==> config.mk <==
export PLATFORM = sky130hd
export DESIGN_NAME = tech_cg_ctrl
export DESIGN_NICKNAME = d
export VERILOG_FILES = /design/src/rtl/tech_cg_ctrl.sv
export SDC_FILE = /design/constraint.sdc
export NUM_CORES = 1
export LEC_CHECK = 0
export CORE_MARGIN = 2
export CORE_UTILIZATION = 30
export DETAILED_ROUTE_END_ITERATION = 8
export GPL_TIMING_DRIVEN = 0
export PLACE_DENSITY_LB_ADDON = 0.05
export SETUP_SLACK_MARGIN = 0.15
export SLEW_MARGIN = 20
export SYNTH_ARGS = -nofsm -noshare
export SYNTH_HDL_FRONTEND = slang
export SYNTH_SLANG_ARGS = --single-unit
==> constraint.sdc <==
create_clock -name clk -period 1.9 [get_ports clk]
set_input_delay 0.19 -clock clk [delete_from_list [all_inputs] [get_ports clk]]
set_output_delay 0.19 -clock clk [all_outputs]
set_load 0.02 [all_outputs]
==> src/rtl/tech_cg_ctrl.sv <==
// Multi-channel clock-gate controller: per-channel ON/DRAIN/OFF/WAKE FSM with
// software gating, idle-timeout auto-gating, drain and wake delays, one tech_cg per channel.

module tech_cg (
    input  logic clk,
    input  logic en,
    output logic gclk
);

    // Enable is captured while clk is low so a change can never clip a high phase.
    logic en_q;

    always_ff @(negedge clk) begin
        en_q <= en;
    end

    assign gclk = clk & en_q;

endmodule

module tech_cg_ctrl #(
    parameter int N_CH         = 4,
    parameter int IDLE_CYCLES  = 16,
    parameter int DRAIN_CYCLES = 2,
    parameter int WAKE_CYCLES  = 2
) (
    input  logic            clk,
    input  logic            rst,
    input  logic            test_en,
    input  logic [N_CH-1:0] sw_en,
    input  logic [N_CH-1:0] auto_en,
    input  logic [N_CH-1:0] busy,
    input  logic [N_CH-1:0] wake_req,
    output logic [N_CH-1:0] clk_out,
    output logic [N_CH-1:0] clk_on,
    output logic [N_CH-1:0] clk_off
);

    localparam int MAX_ID  = (IDLE_CYCLES > DRAIN_CYCLES) ? IDLE_CYCLES : DRAIN_CYCLES;
    localparam int MAX_CNT = (MAX_ID > WAKE_CYCLES) ? MAX_ID : WAKE_CYCLES;
    localparam int CNT_W   = $clog2(MAX_CNT + 1);

    localparam logic [CNT_W-1:0] IDLE_MAX  = CNT_W'(IDLE_CYCLES);
    localparam logic [CNT_W-1:0] IDLE_LAST = CNT_W'(IDLE_CYCLES - 1);
    localparam logic [CNT_W-1:0] DRAIN_LD  = CNT_W'(DRAIN_CYCLES);
    localparam logic [CNT_W-1:0] WAKE_LD   = CNT_W'(WAKE_CYCLES);
    localparam logic [CNT_W-1:0] CNT_ONE   = CNT_W'(1);

    typedef enum logic [1:0] {
        ST_ON    = 2'd0,
        ST_DRAIN = 2'd1,
        ST_OFF   = 2'd2,
        ST_WAKE  = 2'd3
    } cg_state_e;

    for (genvar i = 0; i < N_CH; i++) begin : g_ch
        cg_state_e        state_q, state_d;
        logic [CNT_W-1:0] idle_cnt_q, idle_cnt_d;
        logic [CNT_W-1:0] dly_cnt_q, dly_cnt_d;
        logic             clk_on_q, clk_on_d;
        logic             clk_off_q, clk_off_d;
        logic             idle_exp;
        logic             gate_en;

        assign idle_exp = auto_en[i] & ~busy[i] & (idle_cnt_q == IDLE_LAST);

        always_comb begin
            state_d    = state_q;
            dly_cnt_d  = dly_cnt_q;
            idle_cnt_d = '0;

            case (state_q)
                ST_ON: begin
                    if (busy[i]) begin
                        idle_cnt_d = '0;
                    end else if (idle_cnt_q != IDLE_MAX) begin
                        idle_cnt_d = idle_cnt_q + CNT_ONE;
                    end else begin
                        idle_cnt_d = idle_cnt_q;
                    end
                    if (~sw_en[i] | idle_exp) begin
                        state_d   = ST_DRAIN;
                        dly_cnt_d = DRAIN_LD;
                    end
                end
                ST_DRAIN: begin
                    // Renewed activity beats an expiring drain in the same cycle.
                    if (sw_en[i] & (busy[i] | wake_req[i])) begin
                        state_d = ST_ON;
                    end else if (dly_cnt_q == '0) begin
                        state_d = ST_OFF;
                    end else begin
                        dly_cnt_d = dly_cnt_q - CNT_ONE;
                    end
                end
                ST_OFF: begin
                    // busy comes from the stopped domain, so it cannot wake us.
                    if (sw_en[i] & (wake_req[i] | ~auto_en[i])) begin
                        state_d   = ST_WAKE;
                        dly_cnt_d = WAKE_LD;
                    end
                end
                ST_WAKE: begin
                    if (dly_cnt_q == '0) begin
                        state_d = ST_ON;
                    end else begin
                        dly_cnt_d = dly_cnt_q - CNT_ONE;
                    end
                end
                default: begin
                    state_d = ST_ON;
                end
            endcase

            clk_on_d  = (state_d == ST_ON);
            clk_off_d = (state_d == ST_OFF);
        end

        always_ff @(posedge clk) begin
            if (rst) begin
                state_q    <= ST_ON;
                idle_cnt_q <= '0;
                dly_cnt_q  <= '0;
                clk_on_q   <= 1'b1;
                clk_off_q  <= 1'b0;
            end else begin
                state_q    <= state_d;
                idle_cnt_q <= idle_cnt_d;
                dly_cnt_q  <= dly_cnt_d;
                clk_on_q   <= clk_on_d;
                clk_off_q  <= clk_off_d;
            end
        end

        // Derived from registered state only, so the gate enable never glitches.
        assign gate_en = (state_q != ST_OFF) | test_en;

        tech_cg u_cg (
            .clk  (clk),
            .en   (gate_en),
            .gclk (clk_out[i])
        );

        assign clk_on[i]  = clk_on_q;
        assign clk_off[i] = clk_off_q;
    end

endmodule

=== Yosys cells after proc, flatten, opt, wreduce, memory -nomap -nowiden ===
Cells that the tools add are included.

* Add/subtract/negate cells: 8
* Multiply operators: 0
* Divide/modulo/power cells: 0
* $lt $le $gt $ge: 0
* Equal/unequal tests: 40
* Shifts and indexed selects: 0
* Mux-type cells: 44
* Bitwise gates (word level): 52
* Reductions and logical operators: 20

{| class="wikitable"
|+ Operator list
! operator !! number
|-
| 5-bit two-way mux || 16
|-
| 5-bit case mux with 4 select lines || 4
|-
| 2-bit two-way mux || 20
|-
| 2-bit inequality test (second input constant) || 16
|-
| 2-bit case mux with 4 select lines || 4
|-
| 2-bit == test (second input constant) || 12
|-
| 5-bit by 1-bit adder with 5-bit output (second input constant) || 4
|-
| 1-bit AND || 20
|-
| 5-bit by 4-bit == test with 1-bit output (second input constant) || 4
|-
| 5-bit logical NOT || 4
|-
| 5-bit inequality test (second input constant) || 4
|-
| 5-bit by 1-bit subtractor with 5-bit output (second input constant) || 4
|-
| 2-bit logical NOT || 8
|-
| 1-bit NOT || 16
|-
| 1-bit OR || 16
|-
| 3-bit AND reduction || 4
|-
| 3-bit OR reduction || 4
|-
| 2-bit by 1-bit == test with 1-bit output (second input constant) || 4
|}

* Register bits: 60
* Latch bits: 0
* RAM bits: 0
* Bits in read-only memories: 0
* Input port bits: 19
* Output and inout port bits: 12
* Memories: 0

=== Longest topological paths before layout ===
Gate-level depths: netlist of run 1.

* Depth after elaboration: 7
* Depth in mapped cells: 8
* Gate-level depth less buffers: 8

=== By module ===
Synthesis of run 1 repeated with hierarchy kept, for this count alone.

* Cells, all modules: 325
* Area, all modules: 2895.3 µm²

{| class="wikitable"
|+ By module, submodules not included
! module !! times used !! cells an instance !! area an instance (µm²) !! seq. area each (µm²)
|-
| tech_cg_ctrl || 1 || 313 || 2775.2 || 1121.1
|-
| tech_cg || 4 || 3 || 30.0 || 20.0
|}

==> results of run 1 <==
==> how the worst min path moves through the flow <==
stage,from,endpoint
floorplan,busy[2],g_ch[2].idle_cnt_q[2]$_SDFFE_PP0P_
global placement,g_ch[3].dly_cnt_q[4]$_SDFFE_PP0P_,g_ch[3].dly_cnt_q[4]$_SDFFE_PP0P_
detailed placement,g_ch[3].dly_cnt_q[4]$_SDFFE_PP0P_,g_ch[3].dly_cnt_q[4]$_SDFFE_PP0P_
CTS,g_ch[3].dly_cnt_q[4]$_SDFFE_PP0P_,g_ch[3].dly_cnt_q[4]$_SDFFE_PP0P_
global route,g_ch[1].dly_cnt_q[4]$_SDFFE_PP0P_,g_ch[1].dly_cnt_q[4]$_SDFFE_PP0P_
finish,g_ch[1].dly_cnt_q[4]$_SDFFE_PP0P_,g_ch[1].dly_cnt_q[4]$_SDFFE_PP0P_
==> cell usage after synthesis (5+ instances only) <==
| cell type | n |
|---|---|
| xnor2_1 | 11 |
| buf_4 | 12 |
| a311oi_1 | 7 |
| and3_1 | 6 |
| nor3_1 | 12 |
| dfxtp_1 | 60 |
| a21oi_1 | 14 |
| nand2b_1 | 6 |
| nor2_1 | 45 |
| inv_1 | 37 |
| nand2_1 | 10 |
| ha_1 | 16 |
| o21a_1 | 5 |
| nand3_1 | 11 |
| mux2i_1 | 8 |
| and2_1 | 7 |
==> worst max-delay path, delay by kind of cell, from the launching register on <==
kind | cells | cell delay (ps)
buffers and inverters | 2 | 220
flip-flops | 1 | 300
AND/OR/NAND/NOR | 1 | 130
==> registers in the layout, summed over array words and instances (netlist names) <==
register and flops:
g_ch.idle_cnt_q 20, g_ch.clk_off_q 4, g_ch.state_q 8, g_ch.dly_cnt_q 20, g_ch.u_cg.en_q 4, g_ch.clk_on_q 4
==> logic make-up (layout without fill, tap and decap cells) <==
kind of cell / after synthesis / count (layout) / share of synthesized area, %
compound gates: 55 / 55 / 13.5
xor+xnor: 15 / 15 / 4.51
fa+ha+maj: 16 / 16 / 6.87
buf+inv: 52 / 134 / 8.24
flops: 60 / 60 / 41.2
mux: 8 / 8 / 2.75
simple gates: 119 / 119 / 22.9
==> power by group through the flow <==
stage	sequential, mW	clock [mW]	combinational [mW]
after global placement	1.67	0.471	1.26
after CTS	1.64	2.11	1.58
after floorplan	1.62	0.319	0.973
after detailed placement	1.67	0.471	1.26
final	1.65	2.16	1.80
after global routing	1.69	2.32	1.98
==> final cells by class <==
cell class	instances	area (um^2)
buffer	15	129
clock buffer	21	303
clock inverter	8	33.8
fill	917	4950
inverter	36	138
multi-input combinational	213	1880
sequential	60	1250
tap	129	161
timing repair buffer	54	485
==> routing by layer <==
layer / GRT usage [%] / vias to the layer above
li1: - / 1263
met1: 16.5 / 1124
met2: 20.1 / 30
met3: 4.88 / 11
met4: 9.74 / 0
met5: 0 / -
==> through the flow <==
| step | std cells | utilization, % |
|---|---|---|
| final | 536 | 46.9 |
| after global routing | 536 | 46.9 |
| after CTS | 525 | 43.8 |
| after detailed placement | 484 | 37.6 |
| after global placement | 484 | 37.6 |
| after floorplan | 325 | - |
==> what timing repair did <==
item	CTS	global route
pin swaps	12	26
resized for setup	59	56
cloned	0	1
setup buffers	17	10
endpoints found under the setup margin	42	49
==> results.md, run 1 <==
- Outcome: finished with violations
- Failing checks: negative setup slack
- Post-DP Area: 0.00351 mm^2
- Router iterations before antenna repair: 4
- Met3 Wirelength: 254 um
- Die area: 0.0105 mm^2
- Starting density of the core: 31.2%
- Comb pwr share: 32.1%
- Vias/cell: approximately 4.5
- Slew of the pin with the lowest slew margin: 696 ps
- Met1 wire length: 3090 um
- Syn Area/Cell: 8.97 um^2
- Top layer in use: met4
- Dpl hpwl: 4230 um
- Post-Route Setup TNS: -1540 ps
- RSZ-0062 raised after global routing: true
- Synth area leader: dfxtp_1
- VDD IR-drop max: 0.476 mV
- Met2 wire length: ~3000 um
- Critical Path RT: 1710 ps
- Post-CTS Hold Buffers: 0
- Main synth FF type: dfxtp_1
- Worst hold slack: 443 ps
- Mapped Nets: 360
- CP Class: reg -> out
- Worst r2r path cells: 9
- Final worst slack: -397 ps
- Post-Synthesis Cells: 325
- Launch point of the worst path: g_ch[3].u_cg.en_q$_DFF_N_
- Pwr dens: roughly 1300 mW/mm^2
- Leak: 1.67 nW
- Most frequent CP cell: buf_6
- Clk_lat worst skew: 510 ps
- I/O pin count: 31
- Critical path cell sequence: and2_4, buf_6, buf_6
- Share of layout cells above drive strength 1: 38.8%
- Count of maximum capacitance violations: 0
- Post-route DRC: 0
- Synth area leaders: dfxtp_1 (41%), ha_1 (6.9%), nor2_1 (5.8%)
- Pwr Total: 5.62 mW
- Setup crit start kind: flop
- Number of flops mapped to enable cells by yosys: 0
- PortBufs: 30
- Clock Power Share: 38.4%
- Routed Antenna Nets: 0
- Mapped cell area: 0.00291 mm^2
- Commonest cells after routing, fill and taps aside: nor2_1 (40), inv_1 (39), dfxtp_1 (38), buf_4 (32), clkdlybuf4s50_1 (26)
- Post-synth top area share: around two fifths
- Sequential fraction of the synthesis area: 41.2%
- Syn. warnings: 0
- Max stage delay on crit path: 300 ps
- Asr flop ratio synth: 0%
- Post-Route Skew: 60.2 ps
- Iter 0 DRT Violations: 53
- Clock-pin slew on the worst setup and hold paths: 70 ps
- CTS tree: built
- Rows: 35
- # diodes: 0
- Design Area, Final: about 0.0044 mm^2
- Hold Vio Cnt, Final: 0
- Most common cell after layout, fill and taps aside: nor2_1
- CP endpoint kind: primary output
- WL/cell: about 12 um
- HP Class: reg -> reg
- Final wirelength: between 6000 and 7000 um
- First-pass GRT wire length: 10800 um
- Total GRT Usage: 13.7%
- Die H: 103 um
- Die Wd: 103 um
- GRT overflow: 0
- Internal power: 3.76 mW
- Area of the core: roughly 0.0093 mm^2
- Reg2Reg Setup Slack: -10 ps
- Sw frac: 33.0%
- Min-Delay Path Depth: 2
- Antenna violations before repair: 0
- Slew Limit Fails: 0
- Worst Path Max Fanout: 1
- Worst r2r src: g_ch[0].idle_cnt_q[1]$_SDFFE_PP0P_
- Crit-path slowest cell: dfxtp_2
- Final net count: between 400 and 500
- CP arrival: 2110 ps
- Largest net degree at the start of global routing: 11
- Synth unique cells: 46
- Headroom to the max-slew limit: 53.6%
- Area Overhead vs Synth: 50.1%
- R2R Path End: g_ch[0].dly_cnt_q[2]$_SDFFE_PP0P_
- Via Count: 2428
- Sequential Power Share: 29.5%
- Synthesis-stage register bit count: 60
- CP endpoint: clk_out[3]
- Vias in the first global route: 2413
- # setup viols final: 10
- Setup Slack @ Placement: -302 ps
- Net Sw Power: 1.85 mW
- GPL Wtd Cong: 0.713
No activity file was read; power rests on OpenSTA's default activity.
==> inputs of run 2 (changes only) <==
--- a/config.mk
+++ b/config.mk
@@ -7,6 +7,7 @@
 export LEC_CHECK = 0
 export CORE_MARGIN = 2
 export CORE_UTILIZATION = 30
+export CTS_BUF_LIST = sky130_fd_sc_hd__clkbuf_8 sky130_fd_sc_hd__clkbuf_16
 export DETAILED_ROUTE_END_ITERATION = 8
 export GPL_TIMING_DRIVEN = 0
 export PLACE_DENSITY_LB_ADDON = 0.05
==> constraint.sdc (replaced) <==
create_clock -name clk -period 2.4 [get_ports clk]
set_input_delay 0.24 -clock clk [delete_from_list [all_inputs] [get_ports clk]]
set_output_delay 0.24 -clock clk [all_outputs]
set_load 0.02 [all_outputs]
==> results.md, run 2 (synthesis gave the netlist of run 1 again) <==
- Slew Limit Fails: 0
- Critical Path RT: 2160 ps
- Post-route DRC: 0
- Post-DP Area: 0.00338 mm^2
- Clock-pin slew on the worst setup and hold paths: 60 ps
- Worst r2r path cells: 2
- Failing checks: negative setup slack
- Fill count: 969
- Final net count: 410
- Iter 0 DRT Violations: 66
- CP Class: reg -> out
- Headroom to the max-slew limit: between 50 and 60%
- Commonest cells after routing, fill and taps aside: dfxtp_1 (57), nor2_1 (45), inv_1 (42), clkdlybuf4s50_1 (26), ha_1 (16)
- Vias/cell: 4.54
- Clk_lat worst skew: 490 ps
- # setup viols final: 8
- Cell Count, Final, Fillers Out: 510
- WL/cell: 11.8 um
- CP arrival: 2340 ps
- Final worst slack: -177 ps
- Register area: about 0.0012 mm^2
- Starting density of the core: 31.2%
- Setup Slack @ Placement: -106 ps
- VDD IR-drop max: 0.411 mV
- Area Overhead vs Synth: 29.5%
- Setup crit start kind: flop
- Die H: 103 um
- Final core utilization: 40.5%
- Router iterations before antenna repair: 4
- Crit-path slowest cell: dfxtp_1
- First-pass GRT wire length: 10400 um
- R2R Path End: g_ch[2].u_cg.en_q$_DFF_N_
- Leak: 1.48 nW
- Multi-input logic area: roughly 0.0015 mm^2
- # diodes: 0
- Pwr Total: 4.24 mW
- Sw frac: 30.2%
- Net Sw Power: 1.28 mW
- Reg2Reg Setup Slack: 220 ps
- Clock Power Share: 46.5%
- Count of maximum capacitance violations: 0
- Rows: 35
- Worst hold slack: 436 ps
- Area of the core: 0.00933 mm^2
- I/O pin count: 31
- CTS tree: built
- Die Wd: between 100 and 150 um
- Dpl hpwl: about 4300 um
- Slew of the pin with the lowest slew margin: 707 ps
- RSZ-0062 raised after global routing: true
- GPL Wtd Cong: 0.742
- Design Area, Final: 0.00377 mm^2
- Largest net degree at the start of global routing: 12
- Comb pwr share: between 20% and 30%
- Post-Route Skew: 58.9 ps
- Critical path cell sequence: and2_1, buf_4, buf_6
- Min-Delay Path Depth: 2
- Pwr dens: between 1000 and 1500 mW/mm^2
- Vias in the first global route: 2366
- Antenna violations before repair: 0
- CP endpoint kind: primary output
- Outcome: finished with violations
- Internal power: 2.96 mW
- HP Class: reg -> reg
- Worst r2r src: g_ch[2].state_q[0]$_SDFF_PP0_
- Sequential Power Share: a little under a third
- Routed Antenna Nets: 0
- PortBufs: 30
- Via Count: roughly 2300
- Share of layout cells above drive strength 1: ~15%
- Hold Vio Cnt, Final: 0
- Post-Route Setup TNS: -680 ps
- Regs by FF count: g_ch.dly_cnt_q x20, g_ch.idle_cnt_q x20, g_ch.state_q x8
- Total GRT Usage: around 13%
- GRT overflow: 0
- Post-CTS Hold Buffers: 0
- Most common cell after layout, fill and taps aside: dfxtp_1
- Placed cell count: 484
- Max stage delay on crit path: 290 ps
- HP Start: g_ch[3].dly_cnt_q[4]$_SDFFE_PP0P_
- Worst Path Max Fanout: 1
- Hold Path Sink: g_ch[3].dly_cnt_q[4]$_SDFFE_PP0P_
- Final wirelength: ~6000 um
- Die area: 0.0105 mm^2
-- run 2: worst max-delay path by stage --
stage	startpoint	depth (start not counted)	slack, ps	end
2_1_floorplan	g_ch[2].state_q[0]$_SDFF_PP0_	2	280	g_ch[2].u_cg.en_q$_DFF_N_
3_3_place_gp	g_ch[3].u_cg.en_q$_DFF_N_	3	-110	clk_out[3]
3_5_place_dp	g_ch[0].u_cg.en_q$_DFF_N_	3	-110	clk_out[0]
4_1_cts	g_ch[0].u_cg.en_q$_DFF_N_	3	-210	clk_out[0]
5_1_grt	g_ch[3].u_cg.en_q$_DFF_N_	3	-230	clk_out[3]
6_report	g_ch[0].u_cg.en_q$_DFF_N_	3	-180	clk_out[0]
-- run 2: metal layers --
layer	track usage (%)	vias up	wire [um]	part of all wire, %
met3	6.37	10	312	5.2
met2	20.2	39	2770	46
met1	14.7	1059	2840	47
met5	0	-	0	0
li1	-	1207	-	-
met4	6.15	0	109	1.8
-- run 2: final cells by class --
cell class / count / area share, %
Buffer: 15 / 2.98
Clock buffer: 18 / 6.60
Clock inverter: 11 / 4.01
Inverter: 36 / 3.58
Multi-Input combinational cell: 213 / 39.3
Sequential cell: 60 / 31.9
Tap cell: 129 / 4.28
Timing Repair Buffer: 28 / 7.29
-- run 2: power groups by stage --
stage | Combinational, mW | Clock, mW | Sequential, mW
final | 0.990 | 1.97 | 1.28
after global routing | 1.11 | 2.11 | 1.31
after CTS | 0.978 | 1.96 | 1.28
after detailed placement | 0.971 | 0.373 | 1.30
after global placement | 0.961 | 0.373 | 1.30
after floorplan | 0.738 | 0.253 | 1.27
-- run 2: timing repair --
| item | CTS | global route |
|---|---|---|
| setup endpoints to repair | 10 | 12 |
| hold endpoints to repair | 0 | 0 |
| pin swaps | 3 | 2 |
| gates resized for setup | 25 | 9 |
| buffers inserted | 0 | 2 |
-- run 2: critical path: cells and delay by family (launching register included) --
| family | cells | cell delay (ps) |
|---|---|---|
| flops | 1 | 290 |
| buf+inv | 2 | 240 |
| simple gates | 1 | 120 |
==> inputs of run 3 (changes only) <==
--- a/config.mk
+++ b/config.mk
@@ -5,6 +5,7 @@
 export SDC_FILE = /design/constraint.sdc
 export NUM_CORES = 1
 export LEC_CHECK = 0
+export ABC_AREA = 1
 export CORE_MARGIN = 2
 export CORE_UTILIZATION = 30
 export CTS_BUF_LIST = sky130_fd_sc_hd__clkbuf_8 sky130_fd_sc_hd__clkbuf_16
==> results.md, run 3 <==
- Worst Path Max Fanout: 1
- Reg2Reg Setup Slack: 400 ps
- VDD IR-drop max: 0.385 mV
- Postcts setup bufs: 0
- CP endpoint kind: primary output
- CP Class: reg -> out
- Asr flop ratio synth: 0%
- Critical Path RT: roughly 2200 ps
- CTS tree: built
- Commonest cells after routing, fill and taps aside: nand2_1 (119), inv_1 (76), nor2_1 (62), dfxtp_1 (58), a21oi_1 (39)
- Synthesis-stage register bit count: 60
- Rows: 37
- Regs by FF count: g_ch.dly_cnt_q x20, g_ch.idle_cnt_q x20, g_ch.state_q x8
- Post-synth top area share: 38.2%
- Synth unique cells: 26
- Via Count: 2841
- Hold Vio Cnt, Final: 0
- CP arrival: around 2300 ps
- Post-route DRC: 0
- Worst r2r src: g_ch[3].state_q[1]$_SDFF_PP0_
- Vias/cell: 4.32
- HP Start: rst
- Syn. warnings: 0
- R2R Path End: g_ch[3].u_cg.en_q$_DFF_N_
- Leak: roughly 1.8 nW
- Setup crit start kind: flop
- Worst r2r path cells: 3
- Mux share of post-synthesis cell area: 0%
- Area Overhead vs Synth: 23.0%
- Iter 0 DRT Violations: 37
- Synth area leaders: dfxtp_1 (38%), nand2_1 (15%), inv_1 (8.5%)
- HP Class: in -> reg
- Complex-gate fraction of the synthesized area: under 10%
- Most common cell after layout, fill and taps aside: nand2_1
- Most frequent cell after synthesis: nand2_1
- Die Wd: approximately 110 um
- Share of layout cells above drive strength 1: 13.2%
- Number of flops mapped to enable cells by yosys: 0
- GRT overflow: 0
- RSZ-0062 raised after global routing: true
- Dpl hpwl: 4980 um
- First-pass GRT wire length: roughly 12000 um
- Largest net degree at the start of global routing: 11
- CP endpoint: clk_out[1]
- Area of the core: approximately 0.010 mm^2
- Post-Route Skew: roughly 54 ps
- Count of maximum capacitance violations: 0
- Cell Count, Final, Fillers Out: 657
- PortBufs: 29
- Main synth FF type: dfxtp_1
- Design Area, Final: 0.00387 mm^2
- Post-CTS Hold Buffers: 0
- Total GRT Usage: 13.1%
- WL/cell: 10.2 um
- Launch point of the worst path: g_ch[1].u_cg.en_q$_DFF_N_
- Router iterations before antenna repair: 4
- Die H: 106 um
- Top post-synthesis cells by count: nand2_1 (122), inv_1 (71), nor2_1 (62)
- Final worst slack: -151 ps
- Final wirelength: 6690 um
- # diodes: 0
- Worst hold slack: approximately 160 ps
- Post-DP Area: 0.00361 mm^2
- GPL Wtd Cong: approximately 0.75
- I/O pin count: 31
- Final net count: 550
- Vias in the first global route: 2825
- Simple-gate portion of the synthesized area: between 30% and 40%
- Sequential fraction of the synthesis area: 38.2%
- Headroom to the max-slew limit: 67.8%
- Pwr dens: 998 mW/mm^2
- Routed Antenna Nets: 0
- Mapped cell area: roughly 0.0031 mm^2
- # setup viols final: 8
- Starting density of the core: between 30% and 40%
- Mapped Nets: 503
- Syn Area/Cell: 6.72 um^2
- Clock-pin slew on the worst setup and hold paths: ~70 ps
- Post-Synthesis Cells: 468
- Clk_lat worst skew: approximately 500 ps
- Outcome: finished with violations
- Slew of the pin with the lowest slew margin: 483 ps
- Placed cell count: 633
- Die area: 0.0113 mm^2
- Xor/xnor cell area share of the yosys netlist: 0.557%
- Failing checks: negative setup slack
- Adder-Cell Fraction of Synth Area: roughly 6.4%
- Synth area leader: dfxtp_1
- Antenna violations before repair: 0
- Slew Limit Fails: 0
- Pwr Total: 3.86 mW
- Largest family of logic cells by synthesized area: simple AND/OR/NAND/NOR gates
==> run 3: cell count changes in the layout (fill, tap and decap cells not counted), sizes merged, moves of 7 or more <==
cell	previous run	this run
a21oi	14	40
a311oi	7	0
and2	8	1
inv	42	86
mux2i	8	0
nand2	10	128
nand3	11	24
nand4	0	8
nor2	45	69
nor3	12	3
xnor2	11	0
==> run 3: repair_timing <==
item,CTS,global route
resized for setup,28,8
endpoints found under the setup margin,8,8
hold endpoints to repair,0,0
pin swaps,4,3
==> run 3: power breakdown <==
part / switching (mW) / internal, mW
clock network: 0.670 / 0.819
logic: 0.657 / 0.450
registers: 0.119 / 1.15
==> run 3: cell families after synthesis <==
family          after synthesis
simple gates                246
buf+inv                      93
flops                        60
compound gates               51
fa+ha+maj                    16
xor+xnor                      2
==> run 3: metrics by stage <==
stage                     utilization (%)  setup TNS [ps]  worst slack (ps)
after detailed placement             35.2            -287             -75.8
after floorplan                         -               0               466
after CTS                            37.7            -672              -174
final                                37.8            -576              -151
after global placement               35.2            -292             -75.5
after global routing                 37.8            -733              -201
==> run 3: worst min-delay path by stage <==
stage / end / slack (ps) / cells after the start
finish: g_ch[1].dly_cnt_q[2]$_SDFFE_PP0P_ / 160 / 2
global route: g_ch[1].dly_cnt_q[2]$_SDFFE_PP0P_ / 180 / 2
CTS: g_ch[1].dly_cnt_q[2]$_SDFFE_PP0P_ / 160 / 2
detailed placement: g_ch[3].dly_cnt_q[0]$_SDFFE_PP0P_ / 450 / 2
global placement: g_ch[3].dly_cnt_q[4]$_SDFFE_PP0P_ / 440 / 2
floorplan: clk_out[1] / 430 / 3
==> run 3: metal layers <==
metal | up-vias | routed length [um] | GRT usage, %
met5 | - | 0 | 0
met4 | 0 | 245 | 9.30
met3 | 21 | 257 | 4.05
met2 | 46 | 3020 | 21.0
met1 | 1235 | 3170 | 14.8
li1 | 1539 | - | -
==> run 3: cell type report <==
cell class / instances / area [um^2]
Buffer: 15 / 119
Timing Repair Buffer: 25 / 250
Clock buffer: 18 / 238
Tap cell: 136 / 170
Inverter: 73 / 274
Fill cell: 1116 / 6360
Sequential cell: 60 / 1200
Clock inverter: 15 / 58.8
Multi-Input combinational cell: 315 / 1560
==> run 3: worst max-delay path: stages, from the launching register on <==
cell     delay, ps
dfxtp_2        300
nand2_2         60
inv_2           30
buf_6          100
buf_6          120
